<file path="src/rtl/dma_arbiter.sv">
// rtl/dma_arbiter.sv - round-robin arbiter sharing one DMA memory port, with in-order completion tag FIFO
module dma_arbiter #(
    parameter int DEVNUM   = 4,
    parameter int TAGDEPTH = 4
) (
    input  logic                 clk,
    input  logic                 rst_n,
    input  logic [DEVNUM-1:0]    req,
    input  logic [DEVNUM*22-1:0] addr,
    input  logic [DEVNUM-1:0]    rnw,
    input  logic [DEVNUM*8-1:0]  wd,
    output logic [DEVNUM-1:0]    ack,
    output logic [DEVNUM-1:0]    done,
    output logic [7:0]           rd,
    output logic                 mem_req,
    output logic [21:0]          mem_addr,
    output logic                 mem_rnw,
    output logic [7:0]           mem_wd,
    input  logic                 mem_ack,
    input  logic                 mem_end,
    input  logic [7:0]           mem_rd,
    output logic                 err
);

    localparam int IW = (DEVNUM > 1) ? $clog2(DEVNUM) : 1;
    localparam int PW = (TAGDEPTH > 1) ? $clog2(TAGDEPTH) : 1;
    localparam logic [PW:0] FULL = (PW+1)'(TAGDEPTH);

    logic [IW-1:0] ptr_q, ptr_d, win;
    logic [PW-1:0] rptr_q, rptr_d, wptr_q, wptr_d;
    logic [PW:0]   cnt_q, cnt_d;
    logic          err_q, err_d;
    logic [IW-1:0] tag_q [TAGDEPTH];
    logic          grant, pop;

    // Scan downward so the candidate closest to ptr is the last one written.
    always_comb begin
        int j;
        logic [IW-1:0] idx;
        win = ptr_q;
        for (int k = DEVNUM - 1; k >= 0; k--) begin
            j = int'(ptr_q) + k;
            if (j >= DEVNUM) j = j - DEVNUM;
            idx = IW'(j);
            if (req[idx]) win = idx;
        end
    end

    always_comb begin
        mem_req  = rst_n & (|req) & (cnt_q != FULL);
        mem_addr = addr[int'(win)*22 +: 22];
        mem_rnw  = rnw[win];
        mem_wd   = wd[int'(win)*8 +: 8];
        grant    = mem_req & mem_ack;
        pop      = rst_n & mem_end & (cnt_q != '0);
        rd       = mem_rd;
        err      = err_q;
        ack      = '0;
        done     = '0;
        if (grant) ack[win] = 1'b1;
        if (pop)   done[tag_q[rptr_q]] = 1'b1;
    end

    always_comb begin
        ptr_d  = ptr_q;
        wptr_d = wptr_q;
        rptr_d = rptr_q;
        cnt_d  = cnt_q;
        err_d  = err_q | (mem_end & (cnt_q == '0));
        if (grant) begin
            ptr_d  = (win == IW'(DEVNUM - 1)) ? '0 : win + IW'(1);
            wptr_d = wptr_q + PW'(1);
        end
        if (pop) rptr_d = rptr_q + PW'(1);
        case ({grant, pop})
            2'b10:   cnt_d = cnt_q + (PW+1)'(1);
            2'b01:   cnt_d = cnt_q - (PW+1)'(1);
            default: cnt_d = cnt_q;
        endcase
    end

    always_ff @(posedge clk or negedge rst_n) begin
        if (!rst_n) begin
            ptr_q  <= '0;
            wptr_q <= '0;
            rptr_q <= '0;
            cnt_q  <= '0;
            err_q  <= 1'b0;
        end else begin
            ptr_q  <= ptr_d;
            wptr_q <= wptr_d;
            rptr_q <= rptr_d;
            cnt_q  <= cnt_d;
            err_q  <= err_d;
        end
    end

    // Tag storage needs no reset: entries are only read while count is non-zero.
    always_ff @(posedge clk) begin
        if (grant) tag_q[wptr_q] <= win;
    end

endmodule

</file>
<file path="config.mk">
export PLATFORM = sky130hd
export DESIGN_NAME = dma_arbiter
export DESIGN_NICKNAME = d
export VERILOG_FILES = /design/src/rtl/dma_arbiter.sv
export SDC_FILE = /design/constraint.sdc
export NUM_CORES = 1
export LEC_CHECK = 0
export ABC_AREA = 0
export BUFFER_PORTS_ARGS = -buffer_cell sky130_fd_sc_hd__buf_2
export CORE_ASPECT_RATIO = 1.1
export CORE_MARGIN = 2
export CORE_UTILIZATION = 38
export DETAILED_ROUTE_END_ITERATION = 10
export PLACE_DENSITY = 0.83
export SYNTH_ARGS = -nofsm -noshare
export SYNTH_HDL_FRONTEND = slang
export SYNTH_SLANG_ARGS = --single-unit
</file>
<file path="constraint.sdc">
create_clock -name clk -period 2.8 [get_ports clk]
set_input_delay 0.28 -clock clk [delete_from_list [all_inputs] [get_ports clk]]
set_output_delay 0.28 -clock clk [all_outputs]
set_load 0.05 [all_outputs]
</file>
# Yosys cells after proc, flatten, opt, wreduce, memory -nomap -nowiden
# Memories as Yosys holds them, arrays and structs flattened.
# Cells that the tools add are included.
# word_totals
register_bits	10
ramBits	8
input_bits	140
output_inout_bits	49
word_cells	78
mem_count	1
# memory_table
name	depth	width	rd	rd_clocked_by_memory_dff	wr	line	text
tag_q	4	2	1	0	1	33	logic [IW-1:0] tag_q [TAGDEPTH];
# op_classes
addsub	12
mul	1
order_cmp	12
n_eq_ne	4
shift	2
n_mux	28
n_bitwise	7
reduce_logical	6
# op_table
operator	n
indexed part select 88 x 8 -> 22 bit	1
indexed part select 32 x 6 -> 8 bit	1
less-than comparator 2 x 3 -> 1 bit (second input constant)	6
2-to-1 mux 2 bit	9
binary-select mux 1 bit (select 2 bit)	5
>= comparator 3 bit (second input constant)	3
2-to-1 mux 1 bit	9
2-to-1 mux 4 bit	2
subtractor 2 x 1 -> 2 bit (second input constant)	4
adder 2 x 1 -> 2 bit (second input constant)	3
adder 2 x 2 -> 3 bit (second input constant)	2
bitwise AND 1 bit	6
multiplier 2 x 4 -> 6 bit (second input constant)	1
one-hot mux 3 bit (2 select lines)	1
demux 1 bit (select 2 bit)	2
== test 2 bit (second input constant)	2
>= comparator 2 x 1 -> 1 bit (second input constant)	2
OR reduction 4 bit	1
adder 2 x 1 -> 3 bit (second input constant)	1
adder 3 x 1 -> 3 bit (second input constant)	1
>= comparator 2 x 3 -> 1 bit (second input constant)	1
zero test 3 bit	1
!= test 3 bit (second input constant)	1
nonzero test 3 bit	1
other kinds (5)	6

# Depth between registers and ports, before layout
# Gate-level depths: netlist of the first run.
# depth
depth_word	14
depth_mapped	11
depth_no_buf	10

# Worst setup path after synthesis of the first run
# OpenSTA, ideal clock, no wires.
# synth_path
path_kind	input -> register
start	in req[2]
end	reg cnt_q[2]
setup_ns	0.079
arrival_time_ns	2.346
t_required_ns	2.721
path_slack_ns	0.375
path_stages	11
path_buffers	1
path_cell_list	o41ai_1 a31oi_2 and2_1 buf_6 inv_1 ha_1 inv_1 fa_1 xor2_1 nor2_1 xor2_1
# synth_between
elab_chain_len	6
word_cells_on_any_way	8
cone_classes	2 x eq/ne; 1 x mux; 3 x bitwise; 2 x reduce/logical
# synth_rtl
element	line	text
from (decl)	8	input logic [DEVNUM-1:0] req,
OR reduction 4 bit *	50	mem_req = rst_n & (|req) & (cnt_q != FULL);
bitwise AND 1 bit * (2 in a row)	50	
net mem_req	15	output logic mem_req,
bitwise AND 1 bit *	54	grant = mem_req & mem_ack;
== test 2 x 1 -> 1 bit or == test 2 bit (tied branches)	75	case ({grant, pop})
one-hot mux 3 bit (2 select lines) or nonzero test 2 bit (tied branches)	--	
to (signal assigned)	93	cnt_q <= cnt_d;
to (decl)	31	logic [PW:0] cnt_q, cnt_d;
# The timed path passes the listed nets; every way through them passes the cells marked *.
# A chain may end at the register's enable or synchronous reset.

# Worst setup path in the final report of the first run
# layout_path
start	reg ptr_q[1]
end	out ack[1]
# layout_between
elab_chain_len	14
word_cells_on_any_way	33
cone_classes	7 x add/sub; 6 x order compare; 19 x mux; 1 x reduce/logical
# layout_rtl
element	line	text
from (decl)	29	logic [IW-1:0] ptr_q, ptr_d, win;
from (signal assigned)	90	ptr_q <= ptr_d;
adder 2 x 2 -> 3 bit	42	j = int'(ptr_q) + k;
>= comparator 3 bit or subtractor 2 x 1 -> 2 bit (tied branches)	43	if (j >= DEVNUM) j = j - DEVNUM;
2-to-1 mux 2 bit	43	
binary-select mux 1 bit (select 2 bit)	45	if (req[idx]) win = idx;
2-to-1 mux 1 bit (implied by the code)	45	
2-to-1 mux 2 bit (3 in a row)	45	
2-to-1 mux 2 bit *	45	
less-than comparator 2 x 3 -> 1 bit (implied by the code) or >= comparator 2 x 1 -> 1 bit (tied branches)	60	if (grant) ack[win] = 1'b1;
logical AND 1 bit (implied by the code)	60	
2-to-1 mux 1 bit (implied by the code)	60	
demux 1 bit (select 2 bit) *	60	
2-to-1 mux 4 bit *	60	
to (decl)	12	output logic [DEVNUM-1:0] ack,
# Every way passes the cells marked *; elsewhere a longest branch is shown, timed or not. The select of a mux whose other input is x is not followed.

==> results.txt, run 1 <==
Die ar. = 5930 sq um
Root buffer cell = clkbuf_8
Placement Rows = 27
Post-synth EDFFs = 8
Sequential share of the synthesized area = 24.2%
Drc violations = 0
1st-iter DRT viols = 137
Final Cell Area = 2860 sq um
Worst Skew = 1.31 ps
Synth area leader = nand2_1
H-tree depth = 1
Grt ovf = 0
Post-synthesis cell area = 2030 sq um
Final setup fails = 0
Syn Inst Count = 271
PwrDens = 1210 nW/um^2
Fin. max-slew vios = 0
Synth unique cells = 36
Maximum VDD drop = 0.865 mV
CP required = 2520 ps
Yosys top cell area share = 18.0%
Reg2Reg Launch Point = cnt_q[0]$_DFFE_PN0P_
Skew-Pair Late Insertion Delay = 250 ps
Worst-path clk slew = 70 ps
CTS Buffer Depth = 2
Seq. cell area = 490 sq um
Area delta synth->final = 41.2%
YS warnings = 0
Fillers = 483
Synth area leaders = nand2_1 18%, a32oi_1 13%, dfrtp_1 12%
CP Launch Type = flop
I/O pin cnt = 189
Die X = 73.6 um
DR vias = 2504
Antenna violations before repair = 1
Initial Util = 40.0%
Crit end category = primary output
Core ar. = 5070 sq um
Via density = 5.18
Largest net degree at the start of global routing = 65
Mean Syn Cell Area = 7.47 sq um
Mapped Nets = 421
IO buf count = 172
Worst min-delay path endpoint = err$_DFF_PN0_
Outcome = complete, no violations
Hold WS = 284 ps
Slew of the pin with the lowest slew margin = 428 ps
First-pass GRT wire length = 10000 um
Setup TNS = 0 ps
Hold Path Class = in -> reg
Final Hold Viols = 0
Primary FF master, synth = dfrtp_1
Vias in the first global route = 2310
Min-delay src = mem_end
Dpl cells = 478
Cts bufs inserted = 3
Final worst path period need = 2660 ps
CTS tree = done
FMAX = 377 MHz
Footprint of the multi-input gates = 1280 sq um
Nets = 576
Lkg Pwr = 1.50 nW
Placed cell areas = 2790 sq um
Fraction of final layout cells sized beyond drive strength 1 = 46.1%
Final period utilization = 94.8%
Path depth of the worst reg2reg path = 8
ANT cells = 0
Worst Slack Setup Final = 145 ps
Async SR Flop Fraction = 55.6%
Post-route ant nets = 0
CTS sink count = 18
Worst r2r dst = cnt_q[1]$_DFFE_PN0P_
WS Path Type = reg -> out
CP max FO = 64
Worst R2R Setup Slack = 560 ps
Seq cells post-synth = 18
Routed WL per cell = 13.9 um
Post-Route WL = 6700 um
Die H = 80.6 um
Hold Path Stages = 3
Max transition margin = 71.4%
Maxcap violations = 0
Placer congestion estimate = 0.831
Overall Global Routing Usage = 21.0%
DRT Pass-1 Iters = 4
Detail Placement HPWL = 5280 um
Dpl ws = 344 ps
Post-route insts no fill = 483
Crit path DAT = 2380 ps
## per-layer routing
layer / global-route usage (%) / wire [um] / share of wire, %
met4: 6.55 / 94 / 1.4
met5: 0 / 7 / 0.10
met2: 39.3 / 3480 / 52
met1: 23.0 / 2670 / 40
met3: 4.77 / 452 / 6.7
## cell usage after synthesis (2+ instances only)
cell       n
clkbuf_1   5
mux4_2     2
o21ai_0    3
buf_2      3
a21oi_1   33
a32oi_1   31
and3_2     8
nor3_1     2
inv_1     10
ha_1       9
xnor2_1    4
buf_6      8
nor2_1     4
buf_4     12
dfrtp_1   10
xor2_1     2
edfxtp_1   8
nor2b_1    3
nand2_1   97
## per-stage QoR
step	util [%]	power (mW)
after floorplan	-	2.76
after global placement	55.1	3.21
after detailed placement	55.1	3.25
after CTS	56.4	3.47
after global routing	56.4	3.69
final	56.4	3.47
## where the power goes
| part | total (mW) | leakage (nW) | switching [mW] | internal [mW] |
|---|---|---|---|---|
| Clock | 0.210 | 0.0288 | 0.0848 | 0.125 |
| Sequential | 0.465 | 0.188 | 0.0870 | 0.379 |
| Combinational | 2.79 | 1.29 | 2.05 | 0.740 |
## sequential cells by signal (all words and copies together), names as in the netlist
signal and flops:
tag_q 8, cnt_q 3, ptr_q 2, rptr_q 2, wptr_q 2, err 1
## kinds of logic after synthesis
logic type | count (synthesis) | synth area share [%]
simple gates | 122 | 25.7
mux | 3 | 2.96
buf+inv | 39 | 12.8
compound gates | 73 | 25.1
flops | 18 | 24.2
fa+ha+maj | 10 | 6.55
xor+xnor | 6 | 2.59
## repair_timing
action                                  4_1_cts  5_1_grt
resized for setup                             0        1
endpoints found under the setup margin        0        5
setup buffers                                 0        0
hold endpoints to repair                     10        0
hold buffers                                  1        0
## critical path, cell delays in order, from the launching register on
cell     delay [ps]
dfrtp_1         460
nor3_1          240
nor4_1           60
or2_2           350
inv_6           340
ha_1            220
and3_2          160
buf_2           260
## how the worst max path moves through the flow
| stage | slack [ps] | to | cells past startpoint | from |
|---|---|---|---|---|
| 2_1_floorplan | 380 | cnt_q[2]$_DFFE_PN0P_ | 11 | req[2] |
| 3_3_place_gp | 350 | cnt_q[2]$_DFFE_PN0P_ | 11 | req[2] |
| 3_5_place_dp | 340 | cnt_q[2]$_DFFE_PN0P_ | 11 | req[3] |
| 4_1_cts | 160 | ack[1] | 7 | ptr_q[1]$_DFFE_PN0P_ |
| 5_1_grt | -6 | mem_addr[20] | 7 | ptr_q[1]$_DFFE_PN0P_ |
| 6_report | 140 | ack[1] | 7 | ptr_q[1]$_DFFE_PN0P_ |
## layout by cell type (no fill, tap or decap), types with 2 or more instances in the layout
cell        n
a21oi_1    33
nand2_1    97
nor2_1      4
buf_2     172
buf_4       4
edfxtp_1    8
nor2b_1     3
inv_1      10
o21ai_0     3
and3_2      8
mux4_2      2
ha_1        9
clkbuf_8    4
dfrtp_1    10
xnor2_1     4
a32oi_1    31
xor2_1      2
nor3_1      2
## layout make-up
| class | instances | area share, % |
|---|---|---|
| multi-input combinational | 214 | 44.9 |
| timing repair buffer | 178 | 31.9 |
| sequential | 18 | 17.1 |
| tap | 58 | 2.54 |
| clock buffer | 4 | 1.92 |
| inverter | 11 | 1.62 |
Power figures use the tool's default switching activity.
==> run 2, diff against run 1 <==
==> config.mk (replaced) <==
export PLATFORM = sky130hd
export DESIGN_NAME = dma_arbiter
export DESIGN_NICKNAME = d
export VERILOG_FILES = /design/src/rtl/dma_arbiter.sv
export SDC_FILE = /design/constraint.sdc
export NUM_CORES = 1
export LEC_CHECK = 0
export ABC_AREA = 0
export CORE_AREA = 2 2 73 75
export DETAILED_ROUTE_END_ITERATION = 10
export DIE_AREA = 0 0 75 77
export DONT_BUFFER_PORTS = 1
export SYNTH_ARGS = -nofsm -noshare
export SYNTH_HDL_FRONTEND = slang
export SYNTH_SLANG_ARGS = --single-unit
==> results.txt, run 2 (synthesized netlist as in run 1, its figures left out) <==
IO buf count = 0 (-100%)
Maxcap violations = 0 (unchanged)
Core ar. = 4980 sq um (-1.8%)
Fraction of final layout cells sized beyond drive strength 1 = 20.2% (-26 points)
Detail Placement HPWL = 4420 um (-16%)
Grt ovf = 0 (unchanged)
Path depth of the worst reg2reg path = 10 (+2)
Fillers = 510 (+5.6%)
Hold Path Class = in -> reg
CTS tree = done
Worst R2R Setup Slack = 740 ps (+180 ps)
CTS sink count = 18 (unchanged)
ANT cells = 0 (unchanged)
WS Path Type = reg -> out
Worst-path clk slew = 70 ps (about the same)
RSZ-0062 raised after global routing = true
Worst Skew = 0.376 ps (-0.936 ps)
Fin util = 45.4% (-11 points)
Root buffer cell = clkbuf_8
Drc violations = 0 (unchanged)
Cts bufs inserted = 3 (unchanged)
Min-delay src = mem_end
CP max FO = 46 (-28%)
Initial Util = 40.7% (+0.72 points)
Post-route ant nets = 0 (unchanged)
Via density = 5.65 (+9.0%)
Dpl ws = 483 ps (+139 ps)
Die H = 77 um (-4.4%)
DR vias = 2017 (-19%)
Lkg Pwr = 0.977 nW (-35%)
Most frequent cells in the layout = 97 x nand2_1, 39 x buf_4, 33 x a21oi_1, 31 x a32oi_1
Commonest non-fill, non-tap cell in the layout = nand2_1
Tot Pwr = 3.51 mW (+1.1%)
First-pass GRT wire length = 8520 um (-15%)
Largest register FFs = 8 (unchanged)
Placement Rows = 26 (-3.7%)
Die ar. = 5780 sq um (-2.6%)
Max transition margin = 66.4% (-5.0 points)
Setup Buffers After CTS = 0 (unchanged)
Seq. cell area = 490 sq um (unchanged)
Reg2Reg Launch Point = cnt_q[0]$_DFFE_PN0P_
Nets = 438 (-24%)
Crit path DAT = 2340 ps (-40 ps)
Die X = 75 um (+1.9%)
I/O pin cnt = 189 (unchanged)
Antenna violations before repair = 0 (-1)
Fin. max-slew vios = 0 (unchanged)
PwrDens = 1550 nW/um^2 (+28%)
Skew-Pair Late Insertion Delay = 250 ps (about the same)
Largest net degree at the start of global routing = 65 (unchanged)
CP required = 2520 ps (about the same)
Final worst path period need = 2620 ps (-36.9 ps)
Worst Setup SP = ptr_q[1]$_DFFE_PN0P_
Placer congestion estimate = 0.790 (-4.9%)
Final period utilization = 93.5% (-1.3 points)
Overall Global Routing Usage = 18.3% (-2.8 points)
CTS Buffer Depth = 2 (unchanged)
H-tree depth = 1 (unchanged)
Final setup fails = 0 (unchanged)
Area delta synth->final = 11.6%
CP Launch Type = flop
Biggest register = tag_q
1st-iter DRT viols = 99 (-28%)
DRT Pass-1 Iters = 4 (unchanged)
Final Hold Viols = 0 (unchanged)
Hold Path Stages = 2 (-1)
Top flop regs = tag_q: 8 flops, cnt_q: 3 flops
Slew of the pin with the lowest slew margin = 505 ps (+76.8 ps)
FMAX = 382 MHz (+1.4%)
Routed WL per cell = 15.8 um (+14%)
Crit end category = primary output
Placed cell areas = 2210 sq um (-21%)
Footprint of the multi-input gates = 1290 sq um (+0.39%)
Worst Slack Setup Final = 182 ps (+36.9 ps)
Outcome = complete, no violations
Post-Route WL = 5650 um (-16%)
Vias in the first global route = 1942 (-16%)
Maximum VDD drop = 0.761 mV (-12%)
Final Cell Area = 2260 sq um (-21%)
## run 2: cell count changes in the layout (fill, tap and decap cells not counted)
cell | previous run | this run
buf_4 | 4 | 39
nor3b_2 | 0 | 1
nor3b_1 | 1 | 0
clkinv_1 | 0 | 1
clkbuf_8 | 4 | 3
buf_6 | 1 | 0
buf_2 | 172 | 0
## run 2: what timing repair did
item / 4_1_cts / 5_1_grt
endpoints found under the hold margin: 10 / 0
setup endpoints to repair: 0 / 3
hold buffers: 1 / 0
resized for setup: 0 / 0
## run 2: worst paths after layout
path	to
hold reg to reg	cnt_q[1]$_DFFE_PN0P_
setup / recovery	mem_addr[8]
min in group asynchronous	cnt_q[2]$_DFFE_PN0P_
hold / removal	err$_DFF_PN0_
setup reg to reg	cnt_q[2]$_DFFE_PN0P_
max in group asynchronous	wptr_q[1]$_DFFE_PN0P_
## run 2: power by group
group | leakage (nW) | internal (mW) | switching (mW)
logic | 0.766 | 0.842 | 2.00
registers | 0.188 | 0.378 | 0.0949
clock network | 0.0231 | 0.0975 | 0.0881
total | 0.977 | 1.32 | 2.19
## run 2: layer usage
metal | wire [um] | track usage (%) | part of all wire, %
met1 | 2350 | 23.0 | 42
met2 | 2880 | 32.5 | 51
met3 | 385 | 2.76 | 6.8
met4 | 36 | 3.21 | 0.64
met5 | 0 | 0 | 0
## run 2: critical path, stage by stage (launching register included)
cell and delay, ps:
dfrtp_1 450, and3b_1 210, nor4_1 190, or2_2 210
buf_4 390, nand2_1 110, a32oi_1 260, buf_4 240
## run 2: through the flow
| step | cells | hold slack, ps | TNS (ps) |
|---|---|---|---|
| final | 357 | 155 | 0 |
| after global routing | 357 | 158 | -12.7 |
| after CTS | 357 | 155 | 0 |
| after detailed placement | 352 | -15.3 | 0 |
| after global placement | 352 | -15.4 | 0 |
| after floorplan | 271 | -15.6 | 0 |
## run 2: layout make-up
cell class | count | area share [%]
multi-input cells | 214 | 57.0
repair buffers | 40 | 13.4
inverters | 11 | 2.05
clock buffers | 3 | 1.83
flip-flops and latches | 18 | 21.7
clock inverters | 1 | 0.166
well taps | 70 | 3.87
